File: config.mk
export PLATFORM = sky130hd
export DESIGN_NAME = fifo_burst_reader
export DESIGN_NICKNAME = d
export VERILOG_FILES = /design/src/rtl/fifo_pkg.sv /design/src/rtl/fifo_burst_reader.sv
export SDC_FILE = /design/constraint.sdc
export NUM_CORES = 1
export LEC_CHECK = 0
export CAP_MARGIN = 20
export CELL_PAD_IN_SITES_DETAIL_PLACEMENT = 0
export CELL_PAD_IN_SITES_GLOBAL_PLACEMENT = 1
export CORE_ASPECT_RATIO = 1.5
export CORE_MARGIN = 2
export CORE_UTILIZATION = 32
export DETAILED_ROUTE_END_ITERATION = 6
export PLACE_DENSITY = 0.79
export SYNTH_ARGS = -nofsm -noshare
export SYNTH_HDL_FRONTEND = slang
export SYNTH_SLANG_ARGS = --single-unit
File: constraint.sdc
create_clock -name i_clk -period 1.9 [get_ports i_clk]
set_input_delay 0.285 -clock i_clk [delete_from_list [all_inputs] [get_ports i_clk]]
set_output_delay 0.285 -clock i_clk [all_outputs]
set_load 0.01 [all_outputs]
File: src/rtl/fifo_pkg.sv
// rtl/fifo_pkg.sv - shared types for circular-queue FIFO clients
package fifo_pkg;

    typedef enum logic [1:0] {
        IDLE  = 2'd0,
        READ  = 2'd1,
        FLUSH = 2'd2
    } state_t;

endpackage

File: src/rtl/fifo_burst_reader.sv
// rtl/fifo_burst_reader.sv - pops N words from a FIFO onto a registered valid/ready stream
module fifo_burst_reader
    import fifo_pkg::*;
#(
    parameter int DATA_WIDTH = 8,
    parameter int LEN_WIDTH  = 4
) (
    input  logic                  i_clk,
    input  logic                  i_reset_n,
    input  logic                  i_start,
    input  logic [LEN_WIDTH-1:0]  i_len,
    input  logic                  i_abort,
    input  logic                  i_empty,
    input  logic [DATA_WIDTH-1:0] i_r_data,
    output logic                  o_rd,
    output logic                  o_valid,
    output logic [DATA_WIDTH-1:0] o_data,
    input  logic                  i_ready,
    output logic                  o_busy,
    output logic                  o_done,
    output logic [LEN_WIDTH-1:0]  o_count
);
    state_t                state_q,     state_d;
    logic [LEN_WIDTH-1:0]  remaining_q, remaining_d;
    logic [LEN_WIDTH-1:0]  count_q,     count_d;
    logic [DATA_WIDTH-1:0] data_q,      data_d;
    logic                  valid_q,     valid_d;
    logic                  done_q,      done_d;
    logic                  handshake;
    logic                  reg_free;
    logic                  pop;

    assign handshake = valid_q & i_ready;
    assign reg_free  = ~valid_q | i_ready;
    assign pop       = (state_q == READ) && (remaining_q != '0) && !i_empty
                       && reg_free && !i_abort;

    always_comb begin
        state_d     = state_q;
        remaining_d = remaining_q;
        count_d     = count_q;
        data_d      = data_q;
        valid_d     = valid_q;
        done_d      = 1'b0;

        if (handshake) count_d = count_q + LEN_WIDTH'(1);

        unique case (state_q)
            IDLE: begin
                if (i_start) begin
                    count_d = '0;
                    if (i_len != '0) begin
                        state_d     = READ;
                        remaining_d = i_len;
                    end else begin
                        done_d = 1'b1;
                    end
                end
            end
            READ: begin
                // Abort drops any held word; it has already left the FIFO.
                if (i_abort) begin
                    state_d = IDLE;
                    valid_d = 1'b0;
                    done_d  = 1'b1;
                end else if (pop) begin
                    data_d      = i_r_data;
                    valid_d     = 1'b1;
                    remaining_d = remaining_q - LEN_WIDTH'(1);
                    if (remaining_q == LEN_WIDTH'(1)) state_d = FLUSH;
                end else if (handshake) begin
                    valid_d = 1'b0;
                end
            end
            FLUSH: begin
                if (i_abort || handshake) begin
                    state_d = IDLE;
                    valid_d = 1'b0;
                    done_d  = 1'b1;
                end
            end
            default: state_d = IDLE;
        endcase
    end

    always_ff @(posedge i_clk or negedge i_reset_n) begin
        if (!i_reset_n) begin
            state_q     <= IDLE;
            remaining_q <= '0;
            count_q     <= '0;
            data_q      <= '0;
            valid_q     <= 1'b0;
            done_q      <= 1'b0;
        end else begin
            state_q     <= state_d;
            remaining_q <= remaining_d;
            count_q     <= count_d;
            data_q      <= data_d;
            valid_q     <= valid_d;
            done_q      <= done_d;
        end
    end

    assign o_rd    = pop;
    assign o_valid = valid_q;
    assign o_data  = data_q;
    assign o_busy  = (state_q != IDLE);
    assign o_done  = done_q;
    assign o_count = count_q;

endmodule

### After elaboration in Yosys (flattened, before gate mapping)

Index checks and enable logic that the tools add are counted.

* $add $sub $neg: 2
* $mul: 0
* divide/modulo/power cells: 0
* $lt $le $gt $ge: 0
* equal/unequal tests: 11
* shift-type cells: 0
* mux-type cells: 25
* bitwise logic cells: 4
* reductions and logical operators: 17

Operators by type and width (count)
* 2-to-1 mux 4 bit: 7
* 2-to-1 mux 2 bit: 6
* inequality test 2 bit (second input constant): 5
* AND reduction 5 bit: 2
* 2-to-1 mux 1 bit: 8
* one-hot mux 4 bit (2 select lines): 1
* nonzero test 4 bit: 2
* one-hot mux 2 bit (3 select lines): 1
* AND reduction 3 bit: 2
* nonzero test 2 bit: 3
* adder 4 x 1 -> 4 bit (second input constant): 1
* equality test 4 x 1 -> 1 bit (second input constant): 1
* logical AND 1 bit: 4
* inequality test 4 bit (second input constant): 1
* subtractor 4 x 1 -> 4 bit (second input constant): 1
* inequality test 3 x 2 -> 1 bit (second input constant): 1
* inequality test 3 bit (second input constant): 1
* one-hot mux 1 bit (3 select lines): 1
* equality test 2 x 1 -> 1 bit (second input constant): 1
* equality test 2 bit (second input constant): 1
* logical NOT 1 bit: 2
* logical NOT 2 bit: 1
* inverter 1 bit: 2
* one-hot mux 1 bit (2 select lines): 1
* 3 further kinds: 3

* flip-flop bits (word level): 20
* latch bits: 0
* bits in writable memories: 0
* memory bits (read-only): 0
* output and inout port bits: 16
* word-level logic and storage cells: 65
* memories: 0

### Longest topological paths before layout

Gate-level depths: netlist of the first run.

* depth after elaboration: 8
* gate-level depth with buffers: 7
* gate-level depth less buffers: 6

### Least setup slack after synthesis of the first run

Ideal clock, no wire load.

* path kind: flip-flop to flip-flop
* from: reg state_q[1]
* to: reg data_q[0], in the netlist o_data[0]
* data arrival time: 1.734 ns
* required time: 1.775 ns
* setup slack: 0.041 ns
* stages on the path, launching flop included: 7
* buffers on the path: 0
* path through: dfrtp_1 inv_1 ha_1 nand2b_2 or3_4 nor2_8 mux2_4

* word-level cells in the longest chain between the ends: 6

Ends and longest elaborated chain
* start, declared: line fifo_burst_reader.sv:23 `state_t state_q, state_d;`
* start signal, assigned: line fifo_burst_reader.sv:95 `state_q <= state_d;`
* equality test 2 x 1 -> 1 bit: line fifo_burst_reader.sv:35 `assign pop = (state_q == READ) && (remaining_q != '0) && !i_empty`
* logical AND 1 bit (2 in series): line fifo_burst_reader.sv:35
* logical AND 1 bit (2 in series): line fifo_burst_reader.sv:36 `&& reg_free && !i_abort;`
* named net o_rd: line fifo_burst_reader.sv:15 `output logic o_rd,`
* AND reduction 3 bit (no line)
* end signal, assigned: line fifo_burst_reader.sv:98 `data_q <= data_d;`
* end, declared: line fifo_burst_reader.sv:26 `logic [DATA_WIDTH-1:0] data_q, data_d;`

The timed path passes the listed nets, and every way through them passes these cells.
A chain may end at the register's enable or synchronous reset.

### Final worst setup path of the first run

* from: reg remaining_q[1]
* to: out o_rd

* word-level cells in the longest chain between the ends: 5

Ends and longest elaborated chain
* start, declared: line fifo_burst_reader.sv:24 `logic [LEN_WIDTH-1:0] remaining_q, remaining_d;`
* start signal, assigned: line fifo_burst_reader.sv:96 `remaining_q <= remaining_d;`
* nonzero test 4 bit: line fifo_burst_reader.sv:35
* logical AND 1 bit (2 in series): line fifo_burst_reader.sv:35
* logical AND 1 bit (2 in series): line fifo_burst_reader.sv:36
* end, declared: line fifo_burst_reader.sv:15

No other way between the ends.

==> summary.md, run 1 <==
| Metric | Value |
|---|---|
| Hold WC Path Type | `in -> async` |
| Worst Path Required | `1.62 ns` |
| Fin nets | `196` |
| CTS tree | `done` |
| Largest net degree at the start of global routing | `21` |
| Post-synth EDFFs | `0` |
| Hold Buf Count CTS | `0` |
| P_leak | `0.859 nW` |
| Fin crit period | `1.95 ns` |
| Post-synthesis sequential area ratio | `43.0%` |
| Post-synthesis simple-gate area fraction | `16.8%` |
| Top_reg_cell synth | `dfrtp_1` |
| Mux share of post-synthesis cell area | `12.9%` |
| Clock-pin transition on the worst setup and hold timing paths | `0.07 ns` |
| Ys async rst share | `100%` |
| Synth cell types | `36` |
| Slew @ Worst Pin | `0.411 ns` |
| DRC marker count from the first detailed-route iteration | `22` |
| Crit path DAT | `1.67 ns` |
| Area growth syn-to-layout | `61.0%` |
| Seq cells post-synth | `20` |
| Residual DRC | `0` |
| Inserted Clock Buffers | `3` |
| Vias/cell | `5.16` |
| Max clock buf depth | `2` |
| RSZ-0062 raised after global routing | `yes` |
| Antenna cells | `0` |
| CP Launch Type | `flip-flop` |
| Global routing's busiest layer | `met2` |
| Setup-failing EPs final | `9` |
| Setup Slack @ Placement | `-0.326 ns` |
| Total grt overflow | `0` |
| # Max-Cap Violations | `0` |
| Final non-filler cell total | `211` |
| Clock root cell | `clkbuf_8` |
| Insertion delay of the later-clocked pin in the worst-skew pair | `0.25 ns` |
| GP Congestion | `0.783` |
| Yosys warns | `0` |
| Count leader, synth | `dfrtp_1` |
| H-tree levels | `1` |
| Fin. max-slew vios | `0` |
| Hold_ws | `0.372 ns` |
| Placed wire-length estimate | `2470 µm` |
| Syn_nets | `129` |
| Yosys top cell area share | `43.0%` |
| Layout cells sized above 1 | `33.7%` |
| Finished Core Util | `54.3%` |
| Placed insts | `206` |
| Crit path buffers/inverters | `2` |
| Wirelength, routed | `3130 µm` |
| XOR/XNOR share of the synthesized area | `2.26%` |
| Max stage delay on crit path | `0.43 ns` |
| Status | `finished with violations` |
| First-pass detailed-route iteration total | `4` |
| Synth top area cells | `dfrtp_1 (43%), mux2_4 (10%), ha_1 (7.5%), a21oi_1 (5.2%), inv_1 (2.9%)` |
| Synth Area in Compound Gates | `14.2%` |
| Met3 Usage GRT | `2.50%` |
| Area of the die | `4140 µm²` |
| Most common library cells after synthesis | `dfrtp_1 (20), a21oi_1 (12), inv_1 (9)` |
| Die width | `53.2 µm` |
| Final Hold Fails | `0` |
| Gr usage total | `16.4%` |
| Final ANT Viol Nets | `0` |
| Post-Syn Area | `1160 µm²` |
| Post-synthesis cell count | `104` |
| Top delay family on crit path | `simple AND/OR/NAND/NOR gates` |
| Failing checks | `setup timing` |
| Placed instance area | `1750 µm²` |
| Setup_tns | `-0.337 ns` |
| I/O pins | `34` |
| Rel. slew slack | `72.5%` |
| Setup CP Type | `reg -> out` |
| Synth Area in Adders | `7.53%` |
| Crit Path Max Fanout | `2` |
| PnR worst setup slack | `-0.0549 ns` |
| First-pass GRT wire length | `5090 µm` |
| Tot Pwr | `2.60 mW` |
| Fmax | `512 MHz` |
| Slowest CP cell | `or3_4` |
| Tcrit/Tclk final | `103%` |
| Worst path cell trace | `inv_2 > ha_4 > nor3b_4 > or3_4 > nor2_8 > buf_6` |
| Met1 usage | `16.6%` |
| Synth area leader | `dfrtp_1` |
| Initial core utilization | `33.7%` |
| Initial antenna violation count | `0` |
| Clock skew | `0.00117 ns` |
| Fin area | `1870 µm²` |
| Synth Area per Inst | `11.2 µm²` |
| Vias in the first global route | `1,163` |
| DR vias | `1,088` |
| Core ar. | `3450 µm²` |
| CP endpoint kind | `primary output` |
| Peak VDD IR | `706 µV` |
| PD cells | `1390 nW/µm²` |
| Clock sink total | `20` |
| WL/cell | `14.8 µm` |
| Number of port buffers | `33` |
| # rows | `26` |
| Largest family of logic cells by synthesized area | `simple AND/OR/NAND/NOR gates` |
| Met2 Use GR | `32.1%` |
| Die Y | `77.9 µm` |
cell usage in the layout, fill, tap and decap left out, types with 2 or more instances in the layout:
master	synthesis	final
nand3_1	4	4
a21oi_1	12	12
and3_1	3	3
xor2_1	2	2
a41oi_1	2	2
mux2_4	8	8
dfrtp_1	20	20
clkbuf_8	0	3
inv_1	9	7
ha_4	0	3
clkdlybuf4s50_1	0	31
buf_4	0	30
o211ai_1	2	2
mux2i_1	3	3
nor3_1	3	3
ha_1	7	4
nand2_1	3	3
inv_2	0	2
sequential cells by signal, indices dropped and copies added, names as in the netlist:
register	count
o_done	1
state_q	2
remaining_q	4
o_count	4
o_data	8
o_valid	1
where the power goes:
part,switching (mW),total (mW),leakage [nW],internal (mW)
logic,0.666,1.59,0.593,0.929
registers,0.133,0.731,0.245,0.599
clock network,0.132,0.273,0.0216,0.141
total,0.930,2.60,0.859,1.67
path summary, 6_finish.rpt:
check                               start  cells after the start  slack, ns    endpoint
setup / recovery           remaining_q[1]                      6      -0.05        o_rd
hold / removal                  i_reset_n                      2       0.37      o_done
setup reg to reg           remaining_q[1]                      7      -0.04   o_data[7]
hold reg to reg                 o_data[5]                      1       0.52   o_data[5]
max in group asynchronous       i_reset_n                      2       1.32  o_count[0]
min in group i_clk              o_data[5]                      1       0.52   o_data[5]
logic make-up (layout without fill, tap and decap cells):
group / after synthesis / count (layout)
XOR/XNOR: 3 / 3
multiplexers: 11 / 11
adder cells (fa/ha/maj): 7 / 7
AND/OR/NAND/NOR: 29 / 29
AO/OA/AOI/OAI: 24 / 24
buffers and inverters: 10 / 75
flip-flops: 20 / 20
metal layers:
layer	wire, µm	share of wire (%)
met5	0	0
met2	1800	58
met4	36	1.2
met1	1110	35
met3	184	5.9
what timing repair did:
item,4_1_cts,5_1_grt
setup buffers,0,2
endpoints found under the setup margin,5,14
endpoints found under the hold margin,0,0
pin swaps,0,4
cloned,0,0
gates resized for setup,6,13
layout make-up:
cell class,instances,area [µm²]
Sequential cell,20,500
Timing Repair Buffer,63,556
Clock buffer,3,41.3
Tap cell,42,52.6
Inverter,9,33.8
Fill cell,332,1580
Multi-Input combinational cell,74,689
Note: power is estimated with default switching activity, not from simulation.
==> run 2, diff against run 1 <==
HOLD_SLACK_MARGIN = 0.03   (was default)
==> results of run 2 <==
No change in the layout: final DEF, timing and power equal those of run 1.
==> run 3, diff against run 2 <==
ABC_CLOCK_PERIOD_IN_PS = 1900   (was default)
CORE_UTILIZATION = 42   (was 32)
DONT_BUFFER_PORTS = 1   (was default)
PLACE_DENSITY = 0.77   (was 0.79)
==> summary.md, run 3 (same netlist as run 1, synthesis figures left out) <==
| Metric | Value |
|---|---|
| Area of the die | `3220 µm² (-22%)` |
| Sw frac | `37.1% (+1.3 points)` |
| Met2 Use GR | `34.8% (+2.7 points)` |
| Number of fill cells | `256 (-23%)` |
| Initial core utilization | `44.0% (+10 points)` |
| Die Y | `68.5 µm (-12%)` |
| CP Launch Type | `flip-flop` |
| PD cells | `1560 nW/µm² (+13%)` |
| Switching power | `0.825 mW (-11%)` |
| Clock skew | `0.00152 ns (+0.000353 ns)` |
| Slew @ Worst Pin | `0.890 ns (+0.480 ns)` |
| CTS tree | `done` |
| DR vias | `888 (-18%)` |
| Commonest non-fill, non-tap cells in the layout | `dfrtp_1 (20), a21oi_1 (12), buf_4 (12)` |
| Setup-failing EPs final | `0 (-9)` |
| Status | `completed` |
| Initial antenna violation count | `0 (unchanged)` |
| Combinational power share | `45.0% (-16 points)` |
| Fmax | `533 MHz (+4.2%)` |
| DRC marker count from the first detailed-route iteration | `19 (-14%)` |
| Tcrit/Tclk final | `98.8% (-4.1 points)` |
| Met3 Usage GRT | `5.28% (+2.8 points)` |
| CP endpoint kind | `primary output` |
| Antenna cells | `0 (unchanged)` |
| Hold WC Path Type | `in -> reg` |
| Final Hold Fails | `0 (unchanged)` |
| Final ANT Viol Nets | `0 (unchanged)` |
| Vias in the first global route | `942 (-19%)` |
| Most common cell after layout, fill and taps aside | `dfrtp_1` |
| Gr usage total | `18.0% (+1.6 points)` |
| Fin area | `1420 µm² (-24%)` |
| Clock root cell | `clkbuf_8` |
| Final non-filler cell total | `158 (-25%)` |
| Layout cells sized above 1 | `30.6% (-3.1 points)` |
| Setup slack, reg-to-reg | `0.04 ns (+0.08 ns)` |
| Insertion delay of the later-clocked pin in the worst-skew pair | `0.26 ns (about the same)` |
| H-tree levels | `1 (unchanged)` |
| Max clock buf depth | `2 (unchanged)` |
| Residual DRC | `0 (unchanged)` |
| Fin crit period | `1.88 ns (-0.0782 ns)` |
| Crit path DAT | `1.59 ns (-0.08 ns)` |
| P_leak | `0.669 nW (-22%)` |
| Core ar. | `2650 µm² (-23%)` |
| Peak VDD IR | `1150 µV (+63%)` |
| WL/cell | `16.1 µm (+8.9%)` |
| RSZ-0062 raised after global routing | `yes` |
| Global routing's busiest layer | `met2` |
| Worst Path Required | `1.62 ns (about the same)` |
| Inserted Clock Buffers | `3 (unchanged)` |
| Fin nets | `147 (-25%)` |
| Placed insts | `148 (-28%)` |
| Clk pwr share | `19.1% (+8.6 points)` |
| Met1 usage | `17.3% (+0.65 points)` |
| Clock-pin transition on the worst setup and hold timing paths | `0.08 ns (about the same)` |
| Setup CP Type | `reg -> out` |
| Max reg flops | `8 (unchanged)` |
| Pint | `1.40 mW (-16%)` |
| Crit Path Max Fanout | `3 (+1)` |
| Vias/cell | `5.62 (+9.0%)` |
| First-pass GRT wire length | `4040 µm (-20%)` |
| First-pass detailed-route iteration total | `4 (unchanged)` |
| # Max-Cap Violations | `0 (unchanged)` |
| Die width | `47.0 µm (-12%)` |
| I/O pins | `34 (unchanged)` |
| GP Congestion | `0.731 (-6.6%)` |
| Area growth syn-to-layout | `22.4%` |
| Tot Pwr | `2.23 mW (-14%)` |
| Placed wire-length estimate | `1930 µm (-22%)` |
| Placed instance area | `1260 µm² (-28%)` |
| # rows | `23 (-12%)` |
| Clock sink total | `20 (unchanged)` |
| Reg power frac | `35.9% (+7.8 points)` |
| Wirelength, routed | `2550 µm (-18%)` |
| Largest net degree at the start of global routing | `21 (unchanged)` |
| Fin. max-slew vios | `0 (unchanged)` |
| Rel. slew slack | `40.5% (-32 points)` |
| Number of port buffers | `0 (-100%)` |
| Total grt overflow | `0 (unchanged)` |
## run 3: repair_timing
action / in CTS / in global routing
pin swaps: 3 / 2
hold buffers: 1 / 0
buffers inserted: 3 / 2
endpoints found under the setup margin: 1 / 11
resized for setup: 5 / 5
endpoints found under the hold margin: 20 / 0
## run 3: path summary, 6_finish.rpt
check | start | end | cells past startpoint
min reg2reg | remaining_q[1] | remaining_q[1] | 2
max in group asynchronous | i_reset_n | o_count[3] | 1
max reg2reg | remaining_q[1] | o_data[0] | 7
min | i_start | o_count[0] | 1
max | remaining_q[1] | o_rd | 6
min in group asynchronous | i_reset_n | remaining_q[1] | 1
## run 3: per-layer routing
metal / vias to the layer above / wire (µm) / part of all wire [%]
met5: - / 0 / 0
met2: 45 / 1390 / 55
li1: 417 / - / -
met4: 0 / 29 / 1.1
met3: 4 / 203 / 8.0
met1: 422 / 923 / 36
## run 3: layout make-up
type / instances / area [µm²] / share of cell area [%]
repair buffers: 14 / 111 / 7.82
multi-input cells: 74 / 661 / 46.4
inverters: 9 / 33.8 / 2.37
well taps: 37 / 46.3 / 3.25
clock inverters: 1 / 30.0 / 2.11
flip-flops and latches: 20 / 500 / 35.1
clock buffers: 3 / 41.3 / 2.90
## run 3: stage by stage
stage          util, %  hold slack [ns]  TNS [ns]  setup WS (ns)
6_report          53.8            0.100         0         0.0232
5_1_grt           53.8           0.0956    -0.227        -0.0472
4_1_cts           52.6            0.101    -0.336        -0.0600
3_5_place_dp      47.8          -0.0101         0         0.0510
3_3_place_gp      47.8          -0.0101         0         0.0921
2_1_floorplan        -          -0.0106         0         0.0407
## run 3: power groups by stage
stage,clock network [mW],registers [mW],logic [mW]
after floorplan,0,0.771,0.661
after global placement,0,0.792,0.872
after detailed placement,0,0.795,0.892
after CTS,0.429,0.794,0.979
after global routing,0.452,0.824,1.10
final,0.424,0.800,1.00
## run 3: worst max-delay path: stages, from the launching register on
cell,delay (ns)
dfrtp_1,0.39
inv_2,0.07
ha_4,0.16
nor3b_4,0.14
or3_4,0.37
nor2_8,0.10
buf_6,0.10
